## src/rtl/axi4_lite_lsu_master.sv

```systemverilog
// Data-side AXI4-Lite master for the MEM stage: one load or store becomes one AXI4-Lite
// transaction, with a combinational stall to the hazard unit while it is outstanding.
//
// state | meaning
// IDLE  | waiting for a load/store request
// WADDR | AW and W beats outstanding, each may complete independently
// WRESP | waiting for the write response
// RADDR | AR beat outstanding
// RDATA | waiting for the read data beat
// DONE  | result valid for one cycle, pipeline released
module axi4_lite_lsu_master #(
    parameter int          ADDR_WIDTH = 32,
    parameter int          DATA_WIDTH = 32,
    parameter logic [2:0]  AXI_PROT   = 3'b000
) (
    input  logic                    clk,
    input  logic                    rst,
    input  logic                    mem_read,
    input  logic                    mem_write,
    input  logic [ADDR_WIDTH-1:0]   mem_addr,
    input  logic [DATA_WIDTH-1:0]   mem_wdata,
    input  logic [DATA_WIDTH/8-1:0] mem_wstrb,
    output logic [DATA_WIDTH-1:0]   mem_rdata,
    output logic                    axi_err,
    output logic                    stall_axi,
    output logic [ADDR_WIDTH-1:0]   m_axi_awaddr,
    output logic [2:0]              m_axi_awprot,
    output logic                    m_axi_awvalid,
    input  logic                    m_axi_awready,
    output logic [DATA_WIDTH-1:0]   m_axi_wdata,
    output logic [DATA_WIDTH/8-1:0] m_axi_wstrb,
    output logic                    m_axi_wvalid,
    input  logic                    m_axi_wready,
    input  logic [1:0]              m_axi_bresp,
    input  logic                    m_axi_bvalid,
    output logic                    m_axi_bready,
    output logic [ADDR_WIDTH-1:0]   m_axi_araddr,
    output logic [2:0]              m_axi_arprot,
    output logic                    m_axi_arvalid,
    input  logic                    m_axi_arready,
    input  logic [DATA_WIDTH-1:0]   m_axi_rdata,
    input  logic [1:0]              m_axi_rresp,
    input  logic                    m_axi_rvalid,
    output logic                    m_axi_rready
);

    typedef enum logic [2:0] {
        S_IDLE, S_WADDR, S_WRESP, S_RADDR, S_RDATA, S_DONE
    } state_t;

    state_t                    r_state;
    logic                      r_awvalid;
    logic                      r_wvalid;
    logic                      r_arvalid;
    logic                      r_aw_done;
    logic                      r_w_done;
    logic [ADDR_WIDTH-1:0]     r_awaddr;
    logic [ADDR_WIDTH-1:0]     r_araddr;
    logic [DATA_WIDTH-1:0]     r_wdata;
    logic [DATA_WIDTH/8-1:0]   r_wstrb;
    logic [DATA_WIDTH-1:0]     r_mem_rdata;
    logic                      r_axi_err;

    logic w_req;
    logic w_aw_hs;
    logic w_w_hs;
    logic w_aw_ok;
    logic w_w_ok;

    assign w_req   = mem_read | mem_write;
    assign w_aw_hs = r_awvalid & m_axi_awready;
    assign w_w_hs  = r_wvalid & m_axi_wready;
    // A channel counts as complete if it finished earlier or is handshaking right now.
    assign w_aw_ok = r_aw_done | w_aw_hs;
    assign w_w_ok  = r_w_done | w_w_hs;

    assign stall_axi = w_req & (r_state != S_DONE);

    always_ff @(posedge clk) begin
        if (rst) begin
            r_state     <= S_IDLE;
            r_awvalid   <= 1'b0;
            r_wvalid    <= 1'b0;
            r_arvalid   <= 1'b0;
            r_aw_done   <= 1'b0;
            r_w_done    <= 1'b0;
            r_awaddr    <= '0;
            r_araddr    <= '0;
            r_wdata     <= '0;
            r_wstrb     <= '0;
            r_mem_rdata <= '0;
            r_axi_err   <= 1'b0;
        end else begin
            case (r_state)
                S_IDLE: begin
                    if (mem_write) begin
                        r_awvalid <= 1'b1;
                        r_wvalid  <= 1'b1;
                        r_aw_done <= 1'b0;
                        r_w_done  <= 1'b0;
                        r_awaddr  <= mem_addr;
                        r_wdata   <= mem_wdata;
                        r_wstrb   <= mem_wstrb;
                        r_state   <= S_WADDR;
                    end else if (mem_read) begin
                        r_arvalid <= 1'b1;
                        r_araddr  <= mem_addr;
                        r_state   <= S_RADDR;
                    end
                end
                S_WADDR: begin
                    if (w_aw_hs) begin
                        r_awvalid <= 1'b0;
                        r_aw_done <= 1'b1;
                    end
                    if (w_w_hs) begin
                        r_wvalid <= 1'b0;
                        r_w_done <= 1'b1;
                    end
                    if (w_aw_ok && w_w_ok) begin
                        r_state <= S_WRESP;
                    end
                end
                S_WRESP: begin
                    if (m_axi_bvalid) begin
                        r_axi_err <= (m_axi_bresp != 2'b00);
                        r_state   <= S_DONE;
                    end
                end
                S_RADDR: begin
                    if (r_arvalid && m_axi_arready) begin
                        r_arvalid <= 1'b0;
                        r_state   <= S_RDATA;
                    end
                end
                S_RDATA: begin
                    if (m_axi_rvalid) begin
                        r_mem_rdata <= m_axi_rdata;
                        r_axi_err   <= (m_axi_rresp != 2'b00);
                        r_state     <= S_DONE;
                    end
                end
                S_DONE: begin
                    // The request is still present here; returning to IDLE keeps it from re-issuing.
                    r_axi_err <= 1'b0;
                    r_state   <= S_IDLE;
                end
                default: r_state <= S_IDLE;
            endcase
        end
    end

    assign mem_rdata     = r_mem_rdata;
    assign axi_err       = r_axi_err;
    assign m_axi_awaddr  = r_awaddr;
    assign m_axi_awprot  = AXI_PROT;
    assign m_axi_awvalid = r_awvalid;
    assign m_axi_wdata   = r_wdata;
    assign m_axi_wstrb   = r_wstrb;
    assign m_axi_wvalid  = r_wvalid;
    assign m_axi_bready  = (r_state == S_WRESP);
    assign m_axi_araddr  = r_araddr;
    assign m_axi_arprot  = AXI_PROT;
    assign m_axi_arvalid = r_arvalid;
    assign m_axi_rready  = (r_state == S_RDATA);

endmodule

```

## config.mk

```make
export PLATFORM = sky130hd
export DESIGN_NAME = axi4_lite_lsu_master
export DESIGN_NICKNAME = d
export VERILOG_FILES = /design/src/rtl/axi4_lite_lsu_master.sv
export SDC_FILE = /design/constraint.sdc
export NUM_CORES = 1
export LEC_CHECK = 0
export BUFFER_PORTS_ARGS = -buffer_cell sky130_fd_sc_hd__buf_2
export CORE_ASPECT_RATIO = 1.2
export CORE_MARGIN = 2
export CORE_UTILIZATION = 45
export CTS_BUF_LIST = sky130_fd_sc_hd__clkbuf_16
export CTS_CLUSTER_DIAMETER = 150
export DETAILED_ROUTE_END_ITERATION = 16
export MAX_ROUTING_LAYER = met4
export PLACE_DENSITY = 0.79
export SETUP_SLACK_MARGIN = 0.15
export SYNTH_ARGS = -nofsm -noshare
export SYNTH_HDL_FRONTEND = slang
export SYNTH_SLANG_ARGS = --single-unit
```

## constraint.sdc

```tcl
create_clock -name clk -period 2.26 [get_ports clk]
set_input_delay 0.339 -clock clk [delete_from_list [all_inputs] [get_ports clk]]
set_output_delay 0.339 -clock clk [all_outputs]
set_load 0.1 [all_outputs]
```

======== After elaboration in Yosys (flattened, before gate mapping) ========
Index checks and enable logic that the tools add are counted.
word-level totals
  flip-flop bits (word level) ............. 141
  bits of input ports ..................... 113
  output and inout bits ................... 145
  logic and storage cells ................. 75
cells by class
  eq/ne operators ......................... 16
  muxes and demuxes ....................... 24
  bitwise logic cells ..................... 7
  reduce and logical (&&, ||, !) cells .... 16
operator list
  cell                  count
  $mux W3               6
  $ne A2 B2 Y1 const B  9
  $pmux W3 S5           1
  $reduce_and A3 Y1     4
  $mux W1               11
  $pmux W1 S2           5
  $reduce_bool A2 Y1    4
  $eq A3 B2 Y1 const B  2
  $eq A3 B3 Y1 const B  2
  $ne A3 B3 Y1 const B  2
  $reduce_and A5 Y1     1
  $reduce_and A2 Y1     2
  $reduce_and A4 Y1     1
  $and A1 B1 Y1         3
  $eq A3 B1 Y1 const B  1
  $logic_not A3 Y1      1
  $or A1 B1 Y1          3
  $pmux W1 S3           1
  $reduce_bool A3 Y1    1
  $logic_and A1 B1 Y1   2
  $not A1 Y1            1

======== Logic depth before layout (Yosys ltp) ========
Gate-level depths: netlist of run 1.
  depth after elaboration ................. 5
  depth in mapped cells ................... 7
  depth with buffers taken out ............ 4

======== Least setup slack after synthesis of run 1 ========
OpenSTA, ideal clock, no wires.
  path type ............................... flip-flop to flip-flop
  start ................................... register r_state[1]
  end ..................................... register r_axi_err, in the netlist axi_err
  library setup time ...................... 132 ps
  arrival ................................. 3292 ps
  required time ........................... 2128 ps
  setup slack ............................. -1164 ps
  cell stages (with the launch flop) ...... 6
  period minus slack after synthesis ...... 3424 ps
  cells stage by stage .................... dfxtp_1 -> buf_4 -> nor3b_1 -> or2_2 -> a21bo_1 -> a21oi_1
on the way
  cells in the longest elaborated chain, start to end .. 3
  elaborated cells on any way between the ends .. 8
  classes of those cells .................. 5 x eq/ne; 1 x mux; 2 x reduce/logical
ends and longest elaborated chain
  item                                                                 RTL line  text
  start: declaration                                                   51        state_t r_state;
  start signal: assignment                                             81        r_state <= S_IDLE;
  start signal: assignment                                             104       r_state <= S_WADDR;
  start signal: assignment                                             108       r_state <= S_RADDR;
  $eq A3 B2 Y1 (*)                                                     --
  via m_axi_bready                                                     36        output logic m_axi_bready,
  $ne A2 B2 Y1 (no source line) or $reduce_bool A3 Y1 (tied branches)  --
  $reduce_and A3 Y1 (no source line)                                   --
  end signal: assignment                                               126       r_axi_err <= (m_axi_bresp != 2'b00);
  end signal: assignment                                               139       r_axi_err <= (m_axi_rresp != 2'b00);
  end: declaration                                                     62        logic r_axi_err;
The timed path passes the listed nets; every way through them passes the cells marked *.
A chain may end at the register's enable or synchronous reset.

======== Final worst setup path of run 1 ========
  start ................................... register r_state[1]
  end ..................................... output stall_axi
on the way
  cells in the longest elaborated chain, start to end .. 2
ends and longest elaborated chain
  item              RTL line  text
  $ne A3 B3 Y1      77        assign stall_axi = w_req & (r_state != S_DONE);
  $and A1 B1 Y1     77
  end: declaration  25        output logic stall_axi,
No other way between the ends.

==> results of run 1 <==
## report_power, final
part,total [mW],switching [mW],internal (mW)
registers,3.10,0.239,2.86
logic,4.47,3.68,0.786
clock network,2.93,0.997,1.94
## worst max-delay path, stage by stage, from the launching register on
cell,delay (ns)
dfxtp_1,0.59
nor2b_1,0.17
a21oi_2,0.21
buf_4,0.32
## flip-flops by register name, indices dropped and copies added, names as in the netlist, 3 cells and up
register      count
m_axi_awaddr     32
mem_rdata        32
m_axi_wstrb       4
m_axi_araddr     32
r_state           3
m_axi_wdata      32
## cells in the mapped netlist (2+ instances only)
cell type,count,area share
nor2b_1,3,0.0037
nor3b_2,2,0.0049
buf_6,4,0.0088
buf_2,12,0.012
and2_1,2,0.0025
dfxtp_1,141,0.55
a32oi_1,3,0.0052
nor3b_1,3,0.0044
clkbuf_1,29,0.021
a211o_1,2,0.0034
buf_4,9,0.013
nand2_1,268,0.20
a21oi_1,136,0.13
a311oi_1,2,0.0034
nor2_1,8,0.0059
o21ai_0,3,0.0029
## cell type report
| class | count | area [um^2] | area share |
|---|---|---|---|
| clock buffers | 17 | 425 | 0.0606 |
| clock inverters | 14 | 203 | 0.0289 |
| flip-flops and latches | 141 | 2820 | 0.402 |
| inverters | 1 | 3.75 | 0.000534 |
| well taps | 132 | 165 | 0.0235 |
| multi-input cells | 451 | 2020 | 0.288 |
| repair buffers | 260 | 1380 | 0.197 |
## logic make-up (layout without fill, tap and decap cells)
family                 Yosys count  in the layout  share of synthesized area
AOI/OAI and AO/OA              151            151                      0.156
other                            1              6                   0.000737
and+or+nand+nor                293            293                      0.230
buffers and inverters           55            292                     0.0560
DFF                            141            141                      0.555
muxes                            1              1                    0.00221
## worst max path at each step
stage / end / slack (ns)
2_1_floorplan: axi_err / -0.08
3_3_place_gp: r_state[1] / 0.54
3_5_place_dp: r_state[1] / 0.45
4_1_cts: m_axi_bready / 0.16
5_1_grt: m_axi_bready / 0.17
6_report: stall_axi / 0.23
## layer usage
metal | up-vias | track usage
met1 | 2221 | 0.273
met5 | - | -
li1 | 2532 | -
met2 | 195 | 0.365
met4 | 0 | 0.0997
met3 | 26 | 0.0474
## metrics by stage
stage | hold WS [ns] | total power [mW] | instance area (um^2)
detailed placement | 0.443 | 7.63 | 6390
CTS | 0.150 | 10.6 | 7020
floorplan | 0.454 | 6.86 | 5130
global placement | 0.438 | 7.59 | 6390
finish | 0.168 | 10.5 | 7030
global route | 0.171 | 11.0 | 7030
==> flow_metrics.py, run 1 <==
metrics = {
    "timing": {
        "finalSetupViolations": 0,
        "fmax_mhz": 492,
        "tightest_slew_ns": 0.567,
        "tns_ns": 0,
        "setup_slack_ns": 0.229,
        "period_share": 0.899,
        "post-route-min-period_ns": 2.03,
        "finalHoldViolations": 0,
        "slew_headroom": 0.621,
        "finClkSkew_ns": 0.0103,
        "report.final.slew_viol_count": 0,
        "rsz0062_at_grt": "no",
    },
    "layout": {
        "num_antenna_cells": 0,
        "finalNonFillerCells": 1016,
        "layout_commonest_cell": "nand2_1",
        "area_growth_pct": 38.0,
        "final_cell_mix": "nand2_1, buf_2, dfxtp_1, a21oi_1, clkbuf_16",
        "n_fill_cell": 1060,
        "utilization": 0.637,
        "final_layout_size_suffix_gt1_frac": 0.335,
        "layout.nets": 985,
    },
    "floorplan": {
        "initial_utilization": 0.461,
        "row_count": 42,
        "die-area_um2": 12200,
        "io_pins": 258,
        "core_um2": 11000,
        "dieWidth_um": 101,
        "die_y_um": 121,
    },
    "drt": {
        "drt-total-wl_mm": 13.9,
        "wl_met1_mm": 5.96,
        "drt_iter0_markers": 216,
        "wl_met2_mm": 6.63,
        "vias": 4974,
        "via_per_inst": 4.90,
        "first_pass_iters": 7,
        "routed-wl-met3_um": 948,
        "maxUsedRoutingLayer": "met4",
        "wire_per_inst_um": 13.7,
        "drtAntennaViolNets": 0,
        "drc_errors": 0,
    },
    "cts": {
        "htreeDepth": 4,
        "clk_latency_ns": 0.41,
        "cts_sinks": 141,
        "cts_buffers": 17,
        "cts_resized": 2,
        "cts-root-buf": "clkbuf_16",
        "tritoncts": "yes",
        "clock_path_buffers": 2,
        "ctsHoldBuffers": 0,
        "clk_pin_slew_ns": 0.05,
        "post_cts_buffers": 0,
    },
    "yosys": {
        "synth.distinct_cells": 31,
        "ys_seq_area_frac": 0.555,
        "synthCells": 642,
        "ys.flop_type": "dfxtp_1",
        "avgSynthCellArea_um2": 7.93,
        "synthArstFlopShare": 0,
        "ys_ff_latch": 141,
        "ys_warn_count": 0,
        "syn_area_um2": 5090,
        "synth_edf_count": 0,
    },
    "critical_path": {
        "required_ns": 1.92,
        "rr_endpoint": "r_state[1]",
        "reg2reg_depth": 4,
        "path_max_fanout": 11,
        "crit_path_end_kind": "output port",
        "worstPathArrival_ns": 1.69,
        "critPathKind": "reg2out",
        "cp-startpoint": "r_state[1]",
        "r2r-start": "r_state[0]",
        "worst_setup_path_start_kind": "register",
        "rrSetupSlack_ns": 0.46,
    },
    "global_routing": {
        "grt_max_degree": 83,
        "grt_pass1_wl_mm": 21.3,
        "grt_pass1_vias": 4583,
        "track_usage": 0.227,
        "grt-ovfl-total": 0,
        "grt_antenna_before_repair": 0,
    },
    "placed_design": {
        "numPortBuffers": 251,
        "place.gp.congestion": 0.803,
        "dp.cells": 985,
        "dp_hpwl_mm": 9.77,
        "place_ws_ns": 0.450,
    },
    "worst_hold_path": {
        "holdPathStages": 3,
        "hp-class": "in2reg",
        "whs_endpoint": "m_axi_wdata[7]",
        "hp-start": "mem_wdata[7]",
    },
    "pwr": {
        "cellPowerDensity_nw_per_um2": 1490,
        "ir_worst_vdd_uv": 798,
        "leakagePower_nw": 3.23,
    },
    "outcome": {
        "outcome": "finished, final reports clean",
    },
    "flow_run": {
        "drv_cap": 0,
    },
}
Note: power is estimated with default switching activity, not from simulation.
==> inputs of run 2 (changes only) <==
--- a/config.mk
+++ b/config.mk
@@ -7,7 +7,7 @@
 export LEC_CHECK = 0
 export BUFFER_PORTS_ARGS = -buffer_cell sky130_fd_sc_hd__buf_2
 export CORE_ASPECT_RATIO = 1.2
-export CORE_MARGIN = 2
+export CORE_MARGIN = 3
 export CORE_UTILIZATION = 45
 export CTS_BUF_LIST = sky130_fd_sc_hd__clkbuf_16
 export CTS_CLUSTER_DIAMETER = 150
@@ -15,6 +15,7 @@
 export MAX_ROUTING_LAYER = met4
 export PLACE_DENSITY = 0.79
 export SETUP_SLACK_MARGIN = 0.15
+export SKIP_CTS_REPAIR_TIMING = 1
 export SYNTH_ARGS = -nofsm -noshare
 export SYNTH_HDL_FRONTEND = slang
 export SYNTH_SLANG_ARGS = --single-unit
==> constraint.sdc (replaced) <==
create_clock -name clk -period 2.6 [get_ports clk]
set_input_delay 0.39 -clock clk [delete_from_list [all_inputs] [get_ports clk]]
set_output_delay 0.39 -clock clk [all_outputs]
set_load 0.1 [all_outputs]
==> run 2 against run 1 <==
Compared with the run above: critical path depth shrank 1; total power shrank 15%; combinational power shrank 13%; critical endpoint is now m_axi_bready; largest power group unchanged; cell count is essentially flat; non-clock buffer count grew 1; sequential share of layout area grew 0.34 points.
==> flow_metrics.py, run 2 (synthesized netlist as in run 1, its figures left out) <==
metrics = {
    "pwr": {
        "cellPowerDensity_nw_per_um2": 1280,
        "ir_worst_vdd_uv": 695,
        "totalPowerFinal_mw": 8.91,
        "leakagePower_nw": 3.20,
    },
    "drt": {
        "first_pass_iters": 4,
        "drt_iter0_markers": 249,
        "wire_per_inst_um": 14.3,
        "drt-total-wl_mm": 14.5,
        "vias": 5042,
        "drc_errors": 0,
        "via_per_inst": 4.97,
        "drtAntennaViolNets": 0,
    },
    "layout": {
        "num_antenna_cells": 0,
        "layout_commonest_cell": "nand2_1",
        "layout.nets": 986,
        "finalNonFillerCells": 1015,
        "area_growth_pct": 36.9,
        "final_layout_size_suffix_gt1_frac": 0.337,
        "design_area_um2": 6970,
        "final_cell_mix": "nand2_1, buf_2, dfxtp_1, a21oi_1, clkbuf_16",
    },
    "timing": {
        "setup_slack_ns": 0.437,
        "post-route-min-period_ns": 2.16,
        "finClkSkew_ns": 0.00904,
        "tightest_slew_ns": 0.545,
        "period_share": 0.832,
        "report.final.slew_viol_count": 0,
        "tns_ns": 0,
        "finalHoldViolations": 0,
        "fmax_mhz": 462,
        "rsz0062_at_grt": "no",
        "finalSetupViolations": 0,
        "slew_headroom": 0.637,
    },
    "cts": {
        "cts-root-buf": "clkbuf_16",
        "cts_sinks": 141,
        "tritoncts": "yes",
        "cts_buffers": 17,
        "clk_pin_slew_ns": 0.06,
        "clock_path_buffers": 2,
        "htreeDepth": 4,
        "clk_latency_ns": 0.41,
    },
    "global_routing": {
        "grt_antenna_before_repair": 0,
        "grt_pass1_vias": 4727,
        "track_usage": 0.230,
        "grt-ovfl-total": 0,
        "grt_pass1_wl_mm": 22.2,
        "grt_max_degree": 74,
    },
    "floorplan": {
        "die_y_um": 123,
        "core_um2": 10800,
        "die-area_um2": 12600,
        "row_count": 41,
        "io_pins": 258,
        "dieWidth_um": 103,
        "initial_utilization": 0.472,
    },
    "placed_design": {
        "dp_hpwl_mm": 10.3,
        "place_ws_ns": 0.740,
        "numPortBuffers": 251,
        "place.gp.congestion": 0.813,
        "dp.cells": 983,
        "placed_area_um2": 6390,
    },
    "worst_hold_path": {
        "hp-class": "in2reg",
        "hp-start": "m_axi_awready",
    },
    "critical_path": {
        "worstPathArrival_ns": 1.77,
        "crit_chain": "nor3b_2, buf_2",
        "slowest_stage": "dfxtp_1",
        "path_max_fanout": 11,
        "cp-startpoint": "r_state[1]",
        "worst_setup_path_start_kind": "register",
        "crit_path_end_kind": "output port",
        "critPathKind": "reg2out",
        "required_ns": 2.21,
        "r2r-start": "r_state[0]",
        "max_stage_delay_ns": 0.58,
    },
    "outcome": {
        "outcome": "finished, final reports clean",
    },
    "flow_run": {
        "drv_cap": 0,
    },
}
## run 2: cell types whose count changed in the layout (fill, tap and decap cells not counted), moves of 2 or more
cell        previous run  this run
buf_2                247       250
clkinvlp_4             2         5
inv_6                  0         2
bufinv_16              5         2
clkinv_1               2         0
## run 2: final timing paths
| path | end | slack (ns) | depth (start not counted) |
|---|---|---|---|
| worst max-delay path | m_axi_bready | 0.44 | 2 |
| worst max register to register | r_state[1] | 0.74 | 4 |
| worst min-delay path | m_axi_awvalid | 0.21 | 2 |
| worst min register to register | m_axi_araddr[25] | 0.45 | 2 |
## run 2: layout make-up
type / count / area (um^2)
Tap cell: 129 / 161
Sequential cell: 141 / 2820
Clock buffer: 17 / 425
Clock inverter: 15 / 150
Timing Repair Buffer: 261 / 1380
Inverter: 1 / 3.75
Multi-Input combinational cell: 451 / 2020
Fill cell: 1003 / 3810
## run 2: report_power, final
group / leakage [nW] / total [mW] / switching [mW] / internal (mW)
Clock: 0.274 / 2.33 / 0.922 / 1.41
Sequential: 1.15 / 2.70 / 0.209 / 2.49
Combinational: 1.78 / 3.88 / 3.21 / 0.679
## run 2: stage by stage
| step | hold slack, ns | util |
|---|---|---|
| after floorplan | 0.455 | - |
| after global placement | 0.438 | 0.593 |
| after detailed placement | 0.443 | 0.593 |
| after CTS | 0.190 | 0.647 |
| after global routing | 0.203 | 0.647 |
| final | 0.207 | 0.647 |
## run 2: worst max-delay path: cells and delay by family (launching register included)
kind          cells  cell delay (ns)
buf+inv           1             0.48
flops             1             0.58
simple gates      1             0.30
## run 2: routing by layer
metal / vias to the layer above / share of wire / routed length (um) / global-route usage
met3: 27 / 0.057 / 829 / 0.0495
li1: 2534 / - / - / -
met2: 186 / 0.50 / 7340 / 0.372
met5: - / 0 / 0 / -
met1: 2295 / 0.41 / 5980 / 0.273
met4: 0 / 0.026 / 379 / 0.101
